File: config.mk
export PLATFORM = sky130hd
export DESIGN_NAME = memory_cell_ttl
export DESIGN_NICKNAME = d
export VERILOG_FILES = /design/src/rtl/memory_cell_ttl.sv
export SDC_FILE = /design/constraint.sdc
export NUM_CORES = 1
export LEC_CHECK = 0
export CAP_MARGIN = 10
export CORE_MARGIN = 2
export CORE_UTILIZATION = 38
export DETAILED_ROUTE_END_ITERATION = 16
export HOLD_SLACK_MARGIN = 0.05
export PLACE_DENSITY = 0.78
export SLEW_MARGIN = 5
export SYNTH_ARGS = -nofsm -noshare
export SYNTH_HDL_FRONTEND = slang
export SYNTH_SLANG_ARGS = --single-unit
File: constraint.sdc
create_clock -name clk -period 2.91 [get_ports clk]
set_input_delay 0.291 -clock clk [delete_from_list [all_inputs] [get_ports clk]]
set_output_delay 0.291 -clock clk [all_outputs]
set_load 0.01 [all_outputs]
File: src/rtl/memory_cell_ttl.sv
// Single key/value cache entry with a valid flag and an optional time-to-live
// countdown that expires the entry on its own when the count runs out.
module memory_cell_ttl #(
  parameter int KEY_WIDTH   = 8,
  parameter int VALUE_WIDTH = 64,
  parameter int TTL_WIDTH   = 32,
  parameter bit TTL_ENABLE  = 1'b1
) (
  input  logic                   clk,
  input  logic                   rst_n,
  input  logic                   tick_in,
  input  logic                   write_op,
  input  logic                   delete_op,
  input  logic                   touch_op,
  input  logic [KEY_WIDTH-1:0]   key_in,
  input  logic [VALUE_WIDTH-1:0] value_in,
  input  logic [TTL_WIDTH-1:0]   ttl_in,
  output logic [KEY_WIDTH-1:0]   key_out,
  output logic [VALUE_WIDTH-1:0] value_out,
  output logic [TTL_WIDTH-1:0]   ttl_out,
  output logic                   used_out,
  output logic                   match_out,
  output logic                   expired_out,
  output logic [1:0]             state_out
);

  typedef enum logic [1:0] {
    ST_EMPTY   = 2'd0,
    ST_PERSIST = 2'd1,
    ST_TIMED   = 2'd2
  } state_t;

  state_t                 state_q, state_d;
  logic [KEY_WIDTH-1:0]   key_q, key_d;
  logic [VALUE_WIDTH-1:0] value_q, value_d;
  logic [TTL_WIDTH-1:0]   ttl_q, ttl_d;
  logic                   expired_q, expired_d;

  // rst_n is active-high despite its name.
  always_ff @(posedge clk or posedge rst_n) begin
    if (rst_n) begin
      state_q   <= ST_EMPTY;
      key_q     <= '0;
      value_q   <= '0;
      ttl_q     <= '0;
      expired_q <= 1'b0;
    end else begin
      state_q   <= state_d;
      key_q     <= key_d;
      value_q   <= value_d;
      ttl_q     <= ttl_d;
      expired_q <= expired_d;
    end
  end

  // One action per cycle: delete > write > touch > tick.
  always_comb begin
    state_d   = state_q;
    key_d     = key_q;
    value_d   = value_q;
    ttl_d     = ttl_q;
    expired_d = 1'b0;
    if (delete_op) begin
      state_d = ST_EMPTY;
      key_d   = '0;
      value_d = '0;
      ttl_d   = '0;
    end else if (write_op) begin
      key_d   = key_in;
      value_d = value_in;
      if (TTL_ENABLE && (ttl_in != '0)) begin
        state_d = ST_TIMED;
        ttl_d   = ttl_in;
      end else begin
        state_d = ST_PERSIST;
        ttl_d   = '0;
      end
    end else if (touch_op && TTL_ENABLE && (state_q != ST_EMPTY)) begin
      if (ttl_in != '0) begin
        state_d = ST_TIMED;
        ttl_d   = ttl_in;
      end else begin
        state_d = ST_PERSIST;
        ttl_d   = '0;
      end
    end else if (tick_in && TTL_ENABLE && (state_q == ST_TIMED)) begin
      if (ttl_q == TTL_WIDTH'(1)) begin
        state_d   = ST_EMPTY;
        key_d     = '0;
        value_d   = '0;
        ttl_d     = '0;
        expired_d = 1'b1;
      end else begin
        ttl_d = ttl_q - TTL_WIDTH'(1);
      end
    end
  end

  always_comb begin
    key_out     = key_q;
    value_out   = value_q;
    ttl_out     = TTL_ENABLE ? ttl_q : '0;
    used_out    = (state_q != ST_EMPTY);
    match_out   = (state_q != ST_EMPTY) && (key_q == key_in);
    expired_out = TTL_ENABLE ? expired_q : 1'b0;
    state_out   = state_q;
  end

endmodule

## After elaboration in Yosys (flattened, before gate mapping)

Index checks and enable logic that the tools add are counted.

- Register bits: 107
- Bits in latches: 0
- Memory bits (writable): 0
- Memory bits (read-only): 0
- Input bits: 110
- Logic and storage cells: 48
- Memories: 0

- Add/sub/neg operators: 1
- Multiply operators: 0
- Divide/modulo/power cells: 0
- $lt $le $gt $ge: 0
- Equal/unequal tests: 4
- Shift operators: 0
- Muxes and demuxes: 27
- Bitwise logic cells: 0
- Reduce and logical (&&, ||, !) cells: 11

Operator list:

| operator | count |
|---|---|
| 64-bit 2-to-1 mux | 5 |
| 32-bit 2-to-1 mux | 6 |
| 8-bit 2-to-1 mux | 5 |
| 32-bit by 1-bit == test with 1-bit output, second input constant | 1 |
| 32-bit nonzero test | 1 |
| 32-bit by 1-bit subtractor with 32-bit output, second input constant | 1 |
| 2-bit 2-to-1 mux | 6 |
| 8-bit == test | 1 |
| 4-bit nonzero test | 2 |
| 3-bit nonzero test | 2 |
| 1-bit 2-to-1 mux | 5 |
| 1-bit logical AND | 3 |
| 3-bit != test, second input constant | 1 |
| 3-bit AND reduction | 1 |
| 2-bit == test, second input constant | 1 |
| 2-bit AND reduction | 1 |
| 2-bit nonzero test | 1 |

## Depth between registers and ports, before layout

Gate-level depths: netlist of the first run.

- Depth in word-level cells: 6
- Mapped depth: 8
- Depth with buffers taken out: 8

## Least setup slack after synthesis of the first run

No wires, ideal clock.

- Path kind: register to register
- From: reg ttl_q[24], in the netlist ttl_out[24]
- To: reg ttl_q[5], in the netlist ttl_out[5]
- Setup time: 0.126 ns
- Data arrival time: 2.567 ns
- Path slack: 0.217 ns
- Stages on the path, launching flop included: 8
- Buffers on the path: 1
- Clock period less this slack: 2.693 ns
- Cell sequence: dfrtp_1 -> or4_4 -> or4_4 -> or4_1 -> buf_2 -> nand2b_4 -> o21ai_0 -> a221o_1

- Cells in the longest elaborated chain, start to end: 6

RTL lines:

| item | RTL line | source |
|---|---|---|
| start: declaration | 36 | `logic [TTL_WIDTH-1:0] ttl_q, ttl_d;` |
| start signal: assignment | 51 | `ttl_q <= ttl_d;` |
| 32-bit by 1-bit == test with 1-bit output | 87 | `if (ttl_q == TTL_WIDTH'(1)) begin` |
| 32-bit 2-to-1 mux | 87 |  |
| 32-bit 2-to-1 mux | 86 | `end else if (tick_in && TTL_ENABLE && (state_q == ST_TIMED)) begin` |
| 32-bit 2-to-1 mux | 78 | `end else if (touch_op && TTL_ENABLE && (state_q != ST_EMPTY)) begin` |
| 32-bit 2-to-1 mux | 68 | `end else if (write_op) begin` |
| 32-bit 2-to-1 mux | 63 | `if (delete_op) begin` |

Every way passes these cells. The select of a mux whose other input is x is not followed.
A chain may end at the register's enable or synchronous reset.

## Final worst setup path of the first run

- From: reg ttl_q[18], in the netlist ttl_out[18]
- To: reg value_q[55], in the netlist value_out[55]

- Cells in the longest elaborated chain, start to end: 3

RTL lines:

| item | RTL line | source |
|---|---|---|
| 32-bit by 1-bit == test with 1-bit output | 87 |  |
| 3-bit nonzero test (no source line) | -- |  |
| 3-bit AND reduction (no source line) | -- |  |
| end signal: assignment | 50 | `value_q <= value_d;` |
| end: declaration | 35 | `logic [VALUE_WIDTH-1:0] value_q, value_d;` |

Every way passes these cells.

==> results of run 1 <==
[timing repair]
action,in CTS,in global routing
hold buffers,0,0
setup endpoints to repair,0,81
gates resized for setup,0,3
[layout by cell type, fill, tap and decap left out, drive strengths merged, types with 9 or more instances in the layout]
cell and n:
nor2 14, o21ai 24, a22o 75, buf 29
clkbuf 9, nor3 15, nor4 12, dfrtp 107
or3 12, nand2 30, clkdlybuf4s50 218
[logic make-up (layout without fill, tap and decap cells)]
family / count (synthesis) / in the layout / synth area share [%]
and+or+nand+nor: 127 / 127 / 14.6
AOI/OAI and AO/OA: 160 / 160 / 25.9
buffers and inverters: 34 / 268 / 2.86
xor gates and xnor gates: 8 / 8 / 1.43
DFF: 107 / 107 / 54.7
adders and majority gates: 2 / 2 / 0.511
[worst reg2reg max path, delay by kind of cell (launching register included)]
family          cells  cell delay, ns
compound gates      2            0.37
buf+inv             3            0.60
flops               1            0.41
simple gates        3            1.23
[power groups by stage]
stage	clock, mW	combinational (mW)	sequential [mW]
finish	1.24	0.901	1.69
global route	1.32	0.962	1.70
CTS	1.27	0.898	1.69
detailed placement	0	0.890	1.71
global placement	0	0.879	1.71
floorplan	0	0.313	1.75
[final timing paths]
path | from | to | slack (ns) | depth (start not counted)
worst max-delay path | ttl_out[18] | value_out[55] | 0.17 | 8
worst min-delay path | rst_n | value_out[42] | 0.43 | 3
worst max register to register | ttl_out[18] | value_out[55] | 0.17 | 8
worst min register to register | value_out[10] | value_out[10] | 0.50 | 1
max in group asynchronous | rst_n | value_out[17] | 2.03 | 3
min in group clk | value_out[10] | value_out[10] | 0.50 | 1
[state kept, by name (all words and copies together) (netlist names)]
name	cells
expired_out	1
state_out	2
value_out	64
ttl_out	32
key_out	8
[final cells by class]
type	instances	area (um^2)
repair buffers	247	2450
flip-flops and latches	107	2680
inverters	5	22.5
well taps	172	215
clock inverters	7	75.1
clock buffers	9	225
fillers	1038	4830
multi-input cells	297	2120
[per-layer routing]
layer,share of wire (%),wire length (um),up-vias
met5,0,0,-
met4,2.9,486,0
met3,8.2,1380,34
met2,47,7950,255
met1,42,6990,2346
li1,-,-,2188
[synth_stat cells (2+ instances only)]
cell / n
nand2_1: 30
o41ai_1: 3
nor3_1: 15
a211oi_1: 3
a21oi_1: 7
and3_1: 3
o21ai_1: 3
o311ai_0: 8
nor3b_1: 3
nor2_1: 14
a31oi_1: 2
o221ai_1: 2
nand3b_1: 4
o31a_1: 2
buf_2: 10
a22o_1: 75
or3_1: 12
a221oi_1: 2
or4_1: 4
xor2_1: 3
inv_1: 5
or4_4: 2
a22oi_1: 3
xnor2_1: 5
or2_2: 3
nand4_1: 8
clkbuf_1: 18
o31ai_1: 4
dfrtp_1: 107
o2111ai_1: 2
nand3_1: 5
o21ai_0: 21
a221o_1: 7
o211ai_1: 7
o21a_1: 2
nor2b_1: 4
nand2b_1: 2
nor4_1: 11
ha_1: 2
nor4b_1: 2
==> out/metrics.csv, run 1 <==
metric,value,unit
status,finished clean,
Final Cell Area,0.00779,mm^2
DRC,0,
final core utilization,61.7,%
CP bufs+invs,3,
Crit path max-delay family,simple AND/OR/NAND/NOR gates,
Tcrit/Tclk final,94.2,%
met3 usage,5.62,%
final std cells w/o fill,844,
vias in the first global route,4792,
Final Skew,0.0134,ns
met2 GRT Util,38.3,%
switching share of power,28.0,%
met1 usage,32.2,%
Syn Inst Count,438,
"Slew Viols, Final",0,
CTS tree,done,
leakage power,3.20,nW
final-stage net count,779,
WS Path Type,reg -> reg,
busiest grt layer,met2,
pre-CTS setup slack,0.0364,ns
Pwr Total,3.83,mW
internal power,2.76,mW
crit path max fanout,72,
Sequential Power Share,44.0,%
max incr delay on CP,0.54,ns
Seq cells post-synth,107,
Pre-antenna DRT Iters,5,
fin crit period,2.74,ns
Post-synth EDFFs,0,
chip height,118,um
max-cap violation count,0,
Worst-Margin Slew,0.978,ns
placed cell count,828,
routability cong.,0.921,
area of placed instances,0.00748,mm^2
"Clk Latency, worst-skew pair",0.36,ns
area growth from synthesis to layout,59.0,%
hpwl dp,12100,um
Async SR Flop Fraction,100,%
pwr/cell area,492,mW/mm^2
pin count of the biggest net entering global routing,108,
"Reg clk slew, reported paths",0.08,ns
Initial Util,38.8,%
CP max stage cell,or4_4,
total CTS buffers,9,
top post-synthesis cells by area,"dfrtp_1, a22o_1, nand2_1",
clk buf depth,2,
CTS root buffer,clkbuf_16,
synthesized net count,550,
GRT Overall Usage,24.3,%
Post-Syn Area per Cell,11.2,um^2
post-synth top area share,54.7,%
Clk network pwr share,32.4,%
final worst setup slack,0.168,ns
Die Span X,118,um
synthesized area,0.00490,mm^2
H-tree level count,3,
Worst Path Arrival,2.98,ns
CP Data Required Time,3.15,ns
I/O Pins,219,
"area leader, netlist",dfrtp_1,
slew margin rel.,34.3,%
Yosys cell types,53,
critical path cell sequence,or3_1 > or4_4 > buf_4 > nor4_4 > buf_6 > a311oi_4 > buf_12 > a22o_1,
maximum vdd drop,0.258,mV
DRT antenna net count,0,
switching power,1.07,mW
Max Fclk,0.365,GHz
initial DRC count,568,
Yosys warnings,0,
antenna violations before repair,0,
register area share after synthesis,54.7,%
grt total ovfl,0,
ys flop type,dfrtp_1,
Hold Slack,0.433,ns
Row Count,41,
Worst Hold Class,in -> async,
Sink Count,107,
layout cell share with drive strength beyond 1,9.08,%
die area,0.0138,mm^2
first-pass GRT wire length,26700,um
# Post-CTS Setup Buffers,0,
Core Footprint,0.0126,mm^2
# diodes,0,
Setup crit start kind,flip-flop,
port buffer count,218,
Combinational Power Share,23.5,%
Final Setup Violations,0,
Routed WL,16800,um
final hold violation count,0,
Worst setup EP type,flip-flop,
RSZ-0062 raised after global routing,no,
Fin Setup TNS,0,ns
Routed WL per cell,19.9,um
Vias/cell,5.71,
Vias,4823,
(Power assumes the default switching activity.)
==> run 2, diff against run 1 <==
- CTS_CLUSTER_DIAMETER: unset -> 100
- PLACE_DENSITY: 0.78 -> 0.87
==> run 2 against run 1 <==
Utilization up 0.27 points. Final cell count up 0.95%. Combinational power up 2.2%. Highest routed layer unchanged. Largest power group unchanged. Sequential power about the same. Total power up 0.46%. Register-to-register slack worse by 0.02 ns. Design area up 0.43%. Die area unchanged. Clock power about the same. First-iteration DRC count down 7.9%. Critical endpoint is now key_out[6].
==> out/metrics.csv, run 2 (synthesized netlist as in run 1, its figures left out) <==
metric,value,unit,change
status,finished clean,,unchanged
Fin Setup TNS,0,ns,unchanged
number of flip-flops in the largest register,64,,unchanged
die area,0.0138,mm^2,unchanged
met2 GRT Util,39.1,%,was 38.3%
chip height,118,um,unchanged
"Reg clk slew, reported paths",0.08,ns,about the same
"Slew Viols, Final",0,,unchanged
initial DRC count,523,,was 568
final-stage net count,787,,was 779
reg2reg path depth,7,,was 8
busiest grt layer,met2,,unchanged
Max Fclk,0.362,GHz,was 0.365 GHz
Initial Util,38.8,%,unchanged
Pwr Total,3.85,mW,was 3.83 mW
Worst setup EP type,flip-flop,,unchanged
final hold violation count,0,,unchanged
Worst Path Arrival,3.01,ns,was 2.98 ns
CP Data Required Time,3.16,ns,was 3.15 ns
Worst-Margin Slew,1.05,ns,was 0.978 ns
Hold Buf Count CTS,0,,unchanged
Routed WL,17000,um,was 16800 um
Sink Count,107,,unchanged
most frequent cells in the layout,"clkdlybuf4s50_1, dfrtp_1, a22o_1, buf_4, nand2_1",,"was clkdlybuf4s50_1, dfrtp_1, a22o_1, nand2_1, buf_4"
hpwl dp,12300,um,was 12100 um
Hold Slack,0.357,ns,was 0.433 ns
port buffer count,218,,unchanged
Vias,4999,,was 4823
Final Setup Violations,0,,unchanged
RSZ-0062 raised after global routing,no,,unchanged
max-cap violation count,0,,unchanged
DRC,0,,unchanged
total CTS buffers,9,,unchanged
clk buf depth,2,,unchanged
Die Span X,118,um,unchanged
grt total ovfl,0,,unchanged
Vias/cell,5.87,,was 5.71
slew margin rel.,29.3,%,was 34.3%
worst reg2reg startpoint,ttl_out[17],,was ttl_out[18]
layout cell share with drive strength beyond 1,10.1,%,was 9.08%
pwr/cell area,492,mW/mm^2,about the same
Row Count,41,,unchanged
area growth from synthesis to layout,59.7,%,was 59.0%
Worst R2R End,key_out[6],,was value_out[55]
pin count of the biggest net entering global routing,73,,was 108
vias in the first global route,4997,,was 4792
GRT Overall Usage,24.3,%,about the same
Worst Hold Class,in -> async,,unchanged
Routed WL per cell,19.9,um,about the same
maximum vdd drop,0.246,mV,was 0.258 mV
WS Path Type,reg -> reg,,unchanged
# diodes,0,,unchanged
Final Skew,0.00806,ns,was 0.0134 ns
met3 usage,5.14,%,was 5.62%
I/O Pins,219,,unchanged
CTS tree,done,,unchanged
crit path max fanout,72,,unchanged
antenna violations before repair,0,,unchanged
routability cong.,0.895,,was 0.921
H-tree level count,3,,unchanged
"commonest non-fill, non-tap cell in the layout",clkdlybuf4s50_1,,unchanged
DRT antenna net count,0,,unchanged
met1 usage,31.2,%,was 32.2%
pre-CTS setup slack,-0.0264,ns,was 0.0364 ns
Core Footprint,0.0126,mm^2,unchanged
Setup crit start kind,flip-flop,,unchanged
"Clk Latency, worst-skew pair",0.36,ns,about the same
Pre-antenna DRT Iters,5,,unchanged
leakage power,3.23,nW,was 3.20 nW
R2R Setup Slk,0.15,ns,was 0.17 ns
first-pass GRT wire length,26900,um,was 26700 um
final worst setup slack,0.147,ns,was 0.168 ns
CTS root buffer,clkbuf_16,,unchanged
Tcrit/Tclk final,95.0,%,was 94.2%
fin crit period,2.76,ns,was 2.74 ns
fill cell count,1012,,was 1038
==> run 2: cell count changes in the layout (fill, tap and decap cells not counted) <==
cell        change
buf_12          -2
inv_8           +3
clkinv_2        -2
bufinv_16       -1
clkinv_8        +1
buf_6           -1
clkinvlp_4      -1
buf_4          +11
==> run 2: layout make-up <==
type,instances,area (um^2),share of cell area [%]
flip-flops and latches,107,2680,34.2
multi-input cells,297,2120,27.1
inverters,5,22.5,0.288
clock inverters,7,77.6,0.992
well taps,172,215,2.75
repair buffers,255,2480,31.8
clock buffers,9,225,2.88
==> run 2: power breakdown <==
| group | leakage, nW | internal [mW] | switching (mW) | total (mW) |
|---|---|---|---|---|
| clock | 0.147 | 0.616 | 0.623 | 1.24 |
| combinational | 1.67 | 0.507 | 0.414 | 0.921 |
| sequential | 1.41 | 1.59 | 0.0990 | 1.69 |
==> run 2: per-stage QoR <==
step,utilization [%],instances,cell area [um^2]
finish,62.0,852,7820
global route,62.0,852,7820
CTS,61.9,852,7820
detailed placement,59.5,836,7510
global placement,59.5,836,7510
floorplan,-,438,4900
==> run 2: layer usage <==
layer  routed length (um)  up-vias
met4                  641        0
met2                 8180      290
met1                 6800     2441
met5                    0        -
li1                     -     2215
met3                 1370       53
==> run 2: worst max-delay path, cell delays in order, from the launching register on <==
cell,delay (ns)
dfrtp_1,0.40
or3_1,0.44
or4_4,0.58
nor4_4,0.43
buf_4,0.21
a311oi_4,0.10
buf_12,0.22
a22o_1,0.23
==> run 2: how the worst max path moves through the flow <==
| stage | endpoint | startpoint | cells after the start | slack [ns] |
|---|---|---|---|---|
| 6_report | key_out[6] | ttl_out[17] | 7 | 0.15 |
| 5_1_grt | value_out[38] | ttl_out[17] | 7 | 0.06 |
| 4_1_cts | value_out[38] | ttl_out[17] | 7 | 0.12 |
| 3_5_place_dp | ttl_out[12] | ttl_out[17] | 6 | -0.03 |
| 3_3_place_gp | ttl_out[5] | ttl_out[17] | 6 | 0.02 |
| 2_1_floorplan | ttl_out[5] | ttl_out[24] | 7 | 0.22 |
==> run 2: timing repair <==
action,4_1_cts,5_1_grt
buffers inserted,0,0
pin swaps,0,1
gates resized for setup,1,1
setup endpoints to repair,6,6
endpoints found under the hold margin,0,0
==> run 3, diff against run 2 <==
- CAP_MARGIN: 10 -> 40
==> run 3 against run 2 <==
Count of clock-buffer cells in the layout rose by 1. Sequential share of layout area did not move. Clock skew rose by 0.0020 ns. Utilization did not move. Total power fell by 0.63%. Largest power group unchanged. Routed wire length fell by 0.65%.
==> out/metrics.csv, run 3 (synthesized netlist as in run 1, its figures left out) <==
metric,value,unit,change
CTS root buffer,clkbuf_16,,unchanged
pwr/cell area,489,mW/mm^2,was 492 mW/mm^2
max incr delay on CP,0.58,ns,about the same
total CTS buffers,9,,unchanged
antenna violations before repair,0,,unchanged
Worst Path Arrival,2.98,ns,was 3.01 ns
Row Count,41,,unchanged
clk buf depth,2,,unchanged
area of placed instances,0.00752,mm^2,was 0.00751 mm^2
first-pass GRT wire length,26800,um,was 26900 um
Die Span X,118,um,unchanged
critical path cell sequence,or3_1 > or4_4 > nor4_4 > buf_4 > a311oi_4 > buf_12 > a22o_1,,unchanged
DRC,0,,unchanged
routability cong.,0.895,,unchanged
Sink Count,107,,unchanged
Initial Util,38.8,%,unchanged
initial DRC count,418,,was 523
Setup crit start kind,flip-flop,,unchanged
Final Skew,0.0101,ns,was 0.00806 ns
vias in the first global route,4998,,was 4997
Worst setup EP type,flip-flop,,unchanged
WS Path Type,reg -> reg,,unchanged
pre-CTS setup slack,-0.0531,ns,was -0.0264 ns
Max Fclk,0.365,GHz,was 0.362 GHz
Core Footprint,0.0126,mm^2,unchanged
CP max stage cell,or4_4,,unchanged
Vias/cell,5.80,,was 5.87
maximum vdd drop,0.255,mV,was 0.246 mV
Hold Slack,0.369,ns,was 0.357 ns
I/O Pins,219,,unchanged
Routed WL,16900,um,was 17000 um
number of flip-flops in the largest register,64,,unchanged
crit path max fanout,72,,unchanged
Routed WL per cell,19.8,um,was 19.9 um
final hold violation count,0,,unchanged
Final Setup Violations,0,,unchanged
final core utilization,62.0,%,unchanged
Worst-Margin Slew,0.750,ns,was 1.05 ns
status,finished clean,,unchanged
port buffer count,218,,unchanged
# diodes,0,,unchanged
Final Cell Area,0.00782,mm^2,unchanged
chip height,118,um,unchanged
most frequent cells in the layout,"clkdlybuf4s50_1, dfrtp_1, a22o_1, buf_4, nand2_1",,unchanged
"Slew Viols, Final",0,,unchanged
max-cap violation count,0,,unchanged
area growth from synthesis to layout,59.7,%,unchanged
DRT antenna net count,0,,unchanged
Tcrit/Tclk final,94.2,%,was 95.0%
slew margin rel.,50.0,%,was 29.3%
pin count of the biggest net entering global routing,73,,unchanged
RSZ-0062 raised after global routing,no,,unchanged
final worst setup slack,0.170,ns,was 0.147 ns
"commonest non-fill, non-tap cell in the layout",clkdlybuf4s50_1,,unchanged
"Reg clk slew, reported paths",0.08,ns,about the same
# Post-CTS Setup Buffers,0,,unchanged
Vias,4949,,was 4999
CP Data Required Time,3.15,ns,was 3.16 ns
die area,0.0138,mm^2,unchanged
hpwl dp,12300,um,about the same
leakage power,3.23,nW,about the same
"Clk Latency, worst-skew pair",0.35,ns,was 0.36 ns
GRT Overall Usage,24.1,%,was 24.3%
final-stage net count,788,,was 787
Pre-antenna DRT Iters,5,,unchanged
CTS tree,done,,unchanged
fin crit period,2.74,ns,was 2.76 ns
grt total ovfl,0,,unchanged
Worst Hold Class,in -> async,,unchanged
H-tree level count,3,,unchanged
layout cell share with drive strength beyond 1,10.3,%,was 10.1%
==> run 3: what timing repair did <==
action,in CTS,in global routing
gates resized for setup,1,1
hold buffers,0,0
pin swaps,0,1
setup endpoints to repair,6,14
==> run 3: layout make-up <==
class / instances / area, um^2
clock inverters: 6 / 58.8
inverters: 5 / 22.5
flip-flops and latches: 107 / 2680
repair buffers: 256 / 2490
fillers: 1003 / 4800
clock buffers: 10 / 239
multi-input cells: 297 / 2120
well taps: 172 / 215
==> run 3: path summary, 6_finish.rpt <==
check                      cells after the start  slack [ns]            end     startpoint
max in group asynchronous                      3        1.81  value_out[26]          rst_n
setup / recovery                               7        0.17  value_out[13]    ttl_out[17]
min in group clk                               1        0.50  value_out[16]  value_out[16]
setup reg to reg                               7        0.17  value_out[13]    ttl_out[17]
hold reg to reg                                1        0.50  value_out[16]  value_out[16]
hold / removal                                 2        0.37  value_out[44]          rst_n
==> run 3: worst max-delay path, delay by kind of cell (launching register included) <==
| kind | cells | cell delay (ns) |
|---|---|---|
| AOI/OAI and AO/OA | 2 | 0.32 |
| buffers and inverters | 2 | 0.43 |
| and+or+nand+nor | 3 | 1.42 |
| DFF | 1 | 0.39 |
==> run 3: power breakdown <==
group	switching, mW	internal (mW)	total, mW	leakage (nW)
clock	0.592	0.623	1.21	0.143
combinational	0.414	0.507	0.921	1.68
sequential	0.0985	1.59	1.69	1.41
total	1.10	2.72	3.82	3.23
==> run 3: metrics by stage <==
step	power (mW)	cells	setup TNS, ns
after CTS	3.84	853	0
after detailed placement	2.62	837	-0.187
final	3.82	853	0
after global placement	2.60	836	0
after floorplan	2.06	438	0
after global routing	3.99	853	0
==> run 3: metal layers <==
layer	track usage [%]	vias to the layer above	part of all wire, %
met2	39.4	294	48
met4	11.7	0	3.7
met1	30.4	2393	40
met3	5.28	50	8.1
li1	-	2212	-
met5	0	-	0
